**src/rtl/seq_magnitude_comparator_pkg.sv**
```systemverilog
// Shared types and constants for the sequential magnitude comparator.
// Holds the FSM state encoding, the result codes and the chunk-count helper.
package cmp_pkg;

  typedef enum logic [1:0] {
    IDLE = 2'd0,
    RUN  = 2'd1,
    DONE = 2'd2
  } state_t;

  localparam logic [1:0] CMP_EQ = 2'd0;
  localparam logic [1:0] CMP_GT = 2'd1;
  localparam logic [1:0] CMP_LT = 2'd2;

  function automatic int nchunk(input int width, input int digit);
    return width / digit;
  endfunction

endpackage

```
**src/rtl/seq_magnitude_comparator_chunk.sv**
```systemverilog
// Combinational DIGIT-bit magnitude compare of one chunk.
// inv_sign flips the chunk MSB so a two's-complement sign chunk orders correctly.
module cmp_chunk #(
  parameter int DIGIT = 2
) (
  input  logic [DIGIT-1:0] a,
  input  logic [DIGIT-1:0] b,
  input  logic             inv_sign,
  output logic             gt,
  output logic             lt
);

  logic [DIGIT-1:0] flip;
  logic [DIGIT-1:0] a_m;
  logic [DIGIT-1:0] b_m;

  assign flip = DIGIT'(inv_sign) << (DIGIT - 1);
  assign a_m  = a ^ flip;
  assign b_m  = b ^ flip;
  assign gt   = a_m > b_m;
  assign lt   = a_m < b_m;

endmodule

```
**src/rtl/seq_magnitude_comparator.sv**
```systemverilog
// Multi-cycle magnitude comparator: scans operands MSB-first, DIGIT bits per
// cycle, and presents eq/gt/lt plus the number of RUN cycles used.
//
//   state | meaning
//   IDLE  | ready for operands (once out of reset)
//   RUN   | comparing one chunk per edge
//   DONE  | result valid, held until out_ready
module seq_magnitude_comparator
  import cmp_pkg::*;
#(
  parameter int WIDTH      = 8,
  parameter int DIGIT      = 2,
  parameter int SIGNED     = 0,
  parameter int EARLY_EXIT = 1
) (
  input  logic                              clk,
  input  logic                              rst_n,
  input  logic                              in_valid,
  output logic                              in_ready,
  input  logic [WIDTH-1:0]                  x,
  input  logic [WIDTH-1:0]                  y,
  output logic                              out_valid,
  input  logic                              out_ready,
  output logic                              eq,
  output logic                              gt,
  output logic                              lt,
  output logic [$clog2(WIDTH/DIGIT+1)-1:0]  cycles
);

  localparam int NCHUNK = nchunk(WIDTH, DIGIT);
  localparam int CNTW   = (NCHUNK > 1) ? $clog2(NCHUNK) : 1;
  localparam int CYW    = $clog2(NCHUNK + 1);

  if (WIDTH < 1 || DIGIT < 1 || (WIDTH % DIGIT) != 0) begin : g_bad_params
    $error("seq_magnitude_comparator: WIDTH must be >= 1 and a multiple of DIGIT");
  end

  state_t           state;
  state_t           state_nxt;
  logic             armed;
  logic [WIDTH-1:0] sh_a;
  logic [WIDTH-1:0] sh_b;
  logic [CNTW-1:0]  cnt;
  logic [1:0]       res;
  logic [CYW-1:0]   cyc;
  logic             chunk_gt;
  logic             chunk_lt;
  logic             first;
  logic             last;
  logic             decide_now;
  logic             finish;
  logic             accept;

  assign first      = (cnt == '0);
  assign last       = (cnt == CNTW'(NCHUNK - 1));
  assign decide_now = (res == CMP_EQ) && (chunk_gt || chunk_lt);
  assign finish     = last || ((EARLY_EXIT != 0) && decide_now);
  assign accept     = in_valid && in_ready;

  cmp_chunk #(.DIGIT(DIGIT)) u_chunk (
    .a        (sh_a[WIDTH-1 -: DIGIT]),
    .b        (sh_b[WIDTH-1 -: DIGIT]),
    .inv_sign ((SIGNED != 0) && first),
    .gt       (chunk_gt),
    .lt       (chunk_lt)
  );

  always_ff @(posedge clk or negedge rst_n) begin
    if (!rst_n) state <= IDLE;
    else        state <= state_nxt;
  end

  always_comb begin
    state_nxt = state;
    unique case (state)
      IDLE:    if (accept)    state_nxt = RUN;
      RUN:     if (finish)    state_nxt = DONE;
      DONE:    if (out_ready) state_nxt = IDLE;
      default:                state_nxt = IDLE;
    endcase
  end

  // armed keeps in_ready low until the first edge after reset release
  always_ff @(posedge clk or negedge rst_n) begin
    if (!rst_n) begin
      armed <= 1'b0;
      sh_a  <= '0;
      sh_b  <= '0;
      cnt   <= '0;
      res   <= CMP_EQ;
      cyc   <= '0;
    end else begin
      armed <= 1'b1;
      case (state)
        IDLE: begin
          if (accept) begin
            sh_a <= x;
            sh_b <= y;
            cnt  <= '0;
            res  <= CMP_EQ;
          end
        end
        RUN: begin
          if (decide_now) res <= chunk_gt ? CMP_GT : CMP_LT;
          sh_a <= sh_a << DIGIT;
          sh_b <= sh_b << DIGIT;
          cnt  <= cnt + 1'b1;
          if (finish) cyc <= CYW'(cnt) + CYW'(1);
        end
        default: ;
      endcase
    end
  end

  assign in_ready  = (state == IDLE) && armed;
  assign out_valid = (state == DONE);
  assign eq        = out_valid && (res == CMP_EQ);
  assign gt        = out_valid && (res == CMP_GT);
  assign lt        = out_valid && (res == CMP_LT);
  assign cycles    = cyc;

endmodule

```
**config.mk**
```make
export PLATFORM = sky130hd
export DESIGN_NAME = seq_magnitude_comparator
export DESIGN_NICKNAME = d
export VERILOG_FILES = /design/src/rtl/seq_magnitude_comparator_pkg.sv /design/src/rtl/seq_magnitude_comparator_chunk.sv /design/src/rtl/seq_magnitude_comparator.sv
export SDC_FILE = /design/constraint.sdc
export NUM_CORES = 1
export LEC_CHECK = 0
export ABC_AREA = 1
export BUFFER_PORTS_ARGS = -buffer_cell sky130_fd_sc_hd__buf_2
export CORE_MARGIN = 1
export CORE_UTILIZATION = 30
export DETAILED_ROUTE_END_ITERATION = 16
export SLEW_MARGIN = 40
export SYNTH_ARGS = -nofsm -noshare
export SYNTH_HDL_FRONTEND = slang
export SYNTH_SLANG_ARGS = --single-unit
export TNS_END_PERCENT = 10
```
**constraint.sdc**
```tcl
create_clock -name clk -period 1.7 [get_ports clk]
set_input_delay 0.17 -clock clk [delete_from_list [all_inputs] [get_ports clk]]
set_output_delay 0.17 -clock clk [all_outputs]
set_load 0.01 [all_outputs]
```
==> results.md, run 1 <==
* Status: completed
* Antenna violations before repair at 0
* Reg2Reg Depth at 4
* Clk sinks at 26
* Initial Util at 0.317
* Worst hold slack at 0.0842 ns
* Simple-Gate Fraction of Synth Area at 0.239
* Sequential area share after synthesis at 0.502
* GRT Total Usage at 0.133
* Layout cells sized above 1 at 0.207
* DR vias at 1,046
* Fmax at 0.694 GHz
* Initial DRC Count at 23
* Crit path max fanout at 4
* Syn_area_per_cell at 8.15 µm²
* Chip Height at 67.7 µm
* Gpl congestion at 0.764
* Syn Nets at 182
* Residual DRC at 0
* Antenna Cells at 0
* Largest net degree at the start of global routing at 28
* CTS Buffer Depth at 2
* Vias in the first global route at 1,038
* Worst vdd ir at 640 µV
* Synth Cell Area at 1300 µm²
* Min Clock Period, post-route at 1.44 ns
* Worst slew pin tran at 0.582 ns
* Final WS setup at 0.260 ns
* Final Skew at 0.00201 ns
* Slew Viols, Final at 0
* Nets at 212
* Crit. End Element: output pin
* Pwr Total at 2.54 mW
* Final period util at 0.847
* Routed WL at 2450 µm
* Distinct cells, synth at 18
* Global-route wire length before repair at 4460 µm
* DRT Pass-1 Iters at 4
* Complex-gate fraction of the synthesized area at 0.128
* GRT overflow at 0
* Synth Area in Adders at 0.0290
* Clock-pin transition on the worst setup and hold timing paths at 0.09 ns
* Core Box Area at 4090 µm²
* R2r setup slk at 0.29 ns
* Setup Slack @ Placement at 0.299 ns
* Total negative slack at 0 ns
* Detail Route Antenna Nets at 0
* Endpoints failing hold at 0
* Inserted Clock Buffers at 3
* Mux contribution to synthesized area at 0
* Crit path required time at 1.53 ns
* Rel. slew slack at 0.612
* Maxcap violations at 0
* Clock Root Buffer: clkbuf_8
* Design Area, Final at 1530 µm²
* Setup CP Type: flip-flop to output pin
* Hold wc startpoint: out_ready
* HPWL Detailed at 1820 µm
* Pwr dens at 1660 nW/µm²
* Post-synthesis register bit count at 26
* HP Class: input port to flip-flop
* Area Growth Syn to Fin at 18.2%
* Largest family of logic cells by synthesized area: simple AND/OR/NAND/NOR gates
* CP startpoint: state[1]$_DFFE_PN0P_
* Routed len/inst at 10.3 µm
* Port bufs at 27
* Hold depth at 2
* Io pins at 28
* Yosys warnings at 0
* CTS tree: done
* Worst r2r src: state[0]$_DFFE_PN0P_
* CTS H-tree depth at 1
* Syn Inst Count at 159
* Dpl cell area at 1470 µm²
* Commonest cells after routing, fill and taps aside: nand2_1, buf_2, o21ai_0, dfrtp_1, inv_1
* Commonest non-fill, non-tap cell in the layout: nand2_1
* CP Data Arrival Time at 1.27 ns
* Endpoints failing setup at 0
* DIE AREA at 4590 µm²
* Die X-Extent at 67.7 µm
* RSZ-0062 raised after global routing: no
* Core Rows at 23
* Leak pwr at 0.825 nW
* Post-synthesis xor/xnor area fraction at 0
* Clock latency at the later pin of the worst-skew pair at 0.27 ns
* Startpoint types: flip-flop
* Post-DR vias/cell at 4.39
[power breakdown]
group / total (mW) / leakage (nW) / switching [mW] / internal, mW
Sequential: 1.00 / 0.331 / 0.120 / 0.882
Combinational: 1.14 / 0.465 / 0.735 / 0.406
Clock: 0.397 / 0.0288 / 0.190 / 0.207
[area by class of cell]
type	count	area [µm²]
Fill cell	439	2550
Sequential cell	26	651
Multi-Input combinational cell	105	518
Timing Repair Buffer	30	160
Inverter	23	86.3
Tap cell	50	62.6
Clock buffer	4	55.1
[routing by layer]
metal  wire length (µm)  vias up  GRT usage
li1                   -      557          -
met1               1150      477      0.159
met2               1220       10      0.233
met3                 64        2     0.0253
met4                 23        0     0.0479
met5                  0        -          0
[flip-flops by register name, summed over array words and instances, names as in the netlist]
register  count
sh_b          8
sh_a          8
cnt           2
res           2
state         2
cycles        3
armed         1
[cells in the mapped netlist]
library cell | n | area [µm²]
buf_2 | 2 | 10.0
buf_8 | 1 | 15.0
o21ai_1 | 1 | 5.00
ha_1 | 3 | 37.5
o21ai_0 | 26 | 130
conb_1 | 1 | 3.75
clkbuf_2 | 1 | 5.00
inv_1 | 23 | 86.3
nand2_1 | 49 | 184
nor2_1 | 4 | 15.0
a21oi_1 | 1 | 5.00
nand3_1 | 12 | 60.1
dfrtp_1 | 26 | 651
nor3_1 | 2 | 10.0
nand2_4 | 2 | 22.5
nor3b_4 | 1 | 18.8
o21ai_2 | 3 | 26.3
buf_6 | 1 | 11.3
[cell families (layout without fill, tap and decap cells)]
group / count (synthesis) / count (layout)
flip-flops: 26 / 26
buffers and inverters: 28 / 57
AO/OA/AOI/OAI: 31 / 31
other: 1 / 1
AND/OR/NAND/NOR: 70 / 70
adder cells (fa/ha/maj): 3 / 3
[worst max-delay path: stages, from the launching register on]
cell	delay, ns
dfrtp_1	0.40
inv_1	0.07
nor2_1	0.14
inv_1	0.11
nor3_1	0.13
buf_2	0.15
[timing repair]
| item | CTS | global route |
|---|---|---|
| setup buffers | 0 | 0 |
| hold buffers | 1 | 0 |
| endpoints found under the hold margin | 26 | 0 |
| gates resized for setup | 0 | 0 |
[final timing paths]
path | endpoint
min reg2reg | cycles[0]$_DFFE_PN0P_
min | state[1]$_DFFE_PN0P_
max | lt
min in group asynchronous | sh_a[3]$_DFFE_PN0P_
max in group asynchronous | res[1]$_DFFE_PN0P_
max reg2reg | sh_b[7]$_DFFE_PN0P_
[stage by stage]
step                      utilization  cells
after floorplan                     -    159
after CTS                       0.375    238
final                           0.375    238
after global placement          0.359    233
after global routing            0.375    238
after detailed placement        0.359    233
Note: power is estimated with default switching activity, not from simulation.
==> run 2, diff against run 1 <==
- clock period: 1.7 -> 1.5 ns (I/O delays scaled with it)
==> run 2 against run 1 <==
Net effect: clock power about the same; global-route usage up 0.23 points; clock-buffer cell count decreased by 1; largest power group unchanged.
==> results.md, run 2 (synthesized netlist as in run 1, its figures left out) <==
* HPWL Detailed at 1780 µm
* Pwr dens at 1870 nW/µm²
* Startpoint types: flip-flop
* Slew Viols, Final at 0
* Post-DR vias/cell at 4.37
* Largest net degree at the start of global routing at 28
* Antenna Cells at 0
* Setup bufs post-CTS at 0
* Fmax at 0.711 GHz
* DIE AREA at 4590 µm²
* Routed WL at 2460 µm
* HP Class: input port to flip-flop
* Switch Pwr at 1.21 mW
* CTS Buffer Depth at 2
* Rel. slew slack at 0.603
* GRT overflow at 0
* Detail Route Antenna Nets at 0
* Leak pwr at 0.823 nW
* Dpl cell area at 1480 µm²
* Core Rows at 23
* Residual DRC at 0
* Status: completed
* Core Box Area at 4090 µm²
* Crit path required time at 1.35 ns
* Design Area, Final at 1550 µm²
* CTS tree: done
* CTS H-tree depth at 1
* Io pins at 28
* Worst slew pin tran at 0.596 ns
* Area Growth Syn to Fin at 19.7%
* GRT Total Usage at 0.135
* Maxcap violations at 0
* Clock Root Buffer: clkbuf_8
* Global-route wire length before repair at 4500 µm
* Routed len/inst at 10.3 µm
* Endpoints failing setup at 0
* Combinational Power Share at 0.473
* DR vias at 1,041
* Fraction of power consumed by the clock network at 0.136
* Commonest cells after routing, fill and taps aside: nand2_1, buf_2, o21ai_0, dfrtp_1, inv_1
* Layout cells sized above 1 at 0.239
* Port bufs at 27
* Sequential group share of total power at 0.391
* Initial DRC Count at 29
* Total negative slack at 0 ns
* Clock latency at the later pin of the worst-skew pair at 0.27 ns
* Gpl congestion at 0.761
* Final Skew at 0.00731 ns
* Crit path max fanout at 5
* Initial Util at 0.317
* Final period util at 0.937
* Vias in the first global route at 1,071
* Clock-pin transition on the worst setup and hold timing paths at 0.09 ns
* Nets at 213
* RSZ-0062 raised after global routing: no
* Die X-Extent at 67.7 µm
* Inserted Clock Buffers at 3
* Endpoints failing hold at 0
* Switching Fraction at 0.418
* Clk sinks at 26
* DRT Pass-1 Iters at 3
* Commonest non-fill, non-tap cell in the layout: nand2_1
* Internal power at 1.69 mW
* Chip Height at 67.7 µm
* Min Clock Period, post-route at 1.41 ns
* Crit. End Element: output pin
* Worst vdd ir at 560 µV
* Setup CP Type: flip-flop to output pin
* Antenna violations before repair at 0
* CP Data Arrival Time at 1.26 ns
-- run 2: cell type report --
| class | instances | area (µm²) |
|---|---|---|
| Sequential cell | 26 | 651 |
| Inverter | 23 | 86.3 |
| Multi-Input combinational cell | 105 | 543 |
| Fill cell | 437 | 2530 |
| Clock buffer | 3 | 41.3 |
| Timing Repair Buffer | 31 | 168 |
| Tap cell | 50 | 62.6 |
-- run 2: worst max-delay path, cell delays in order, from the launching register on --
cell	delay [ns]
dfrtp_1	0.43
nor3b_4	0.24
buf_4	0.18
buf_2	0.13
-- run 2: power by group through the flow --
stage | Clock [mW] | Sequential (mW) | Combinational [mW]
floorplan | 0 | 1.13 | 1.05
global placement | 0 | 1.14 | 1.32
detailed placement | 0 | 1.15 | 1.33
CTS | 0.414 | 1.13 | 1.34
global route | 0.440 | 1.17 | 1.65
finish | 0.395 | 1.13 | 1.37
-- run 2: path summary, 6_finish.rpt --
path	cells past startpoint	start	slack [ns]	endpoint
setup reg to reg	8	sh_a[7]$_DFFE_PN0P_	0.16	state[1]$_DFFE_PN0P_
hold / removal	2	out_ready	0.06	state[1]$_DFFE_PN0P_
setup / recovery	3	state[0]$_DFFE_PN0P_	0.09	in_ready
min in group asynchronous	2	rst_n	0.40	sh_a[5]$_DFFE_PN0P_
hold reg to reg	2	cycles[0]$_DFFE_PN0P_	0.48	cycles[0]$_DFFE_PN0P_
max in group asynchronous	2	rst_n	0.70	sh_b[4]$_DFFE_PN0P_
-- run 2: per-layer routing --
metal | part of all wire | up-vias | track usage
li1 | - | 557 | -
met1 | 0.46 | 458 | 0.165
met2 | 0.46 | 17 | 0.212
met3 | 0.031 | 9 | 0.0186
met4 | 0.046 | 0 | 0.106
met5 | 0 | - | 0
-- run 2: timing repair --
item                       CTS  global route
hold endpoints to repair    26             0
setup endpoints to repair    0             6
gates resized for setup      0             6
hold buffers                 1             0
-- run 2: stage by stage --
stage	utilization	setup WS (ns)	hold WS, ns	total power [mW]	instances
2_1_floorplan	-	0.178	-0.146	2.19	159
3_3_place_gp	0.361	0.159	0.190	2.45	234
3_5_place_dp	0.361	0.128	0.192	2.47	234
4_1_cts	0.374	0.0688	0.0664	2.88	238
5_1_grt	0.380	0.00247	0.0844	3.26	238
6_report	0.380	0.0939	0.0586	2.90	238
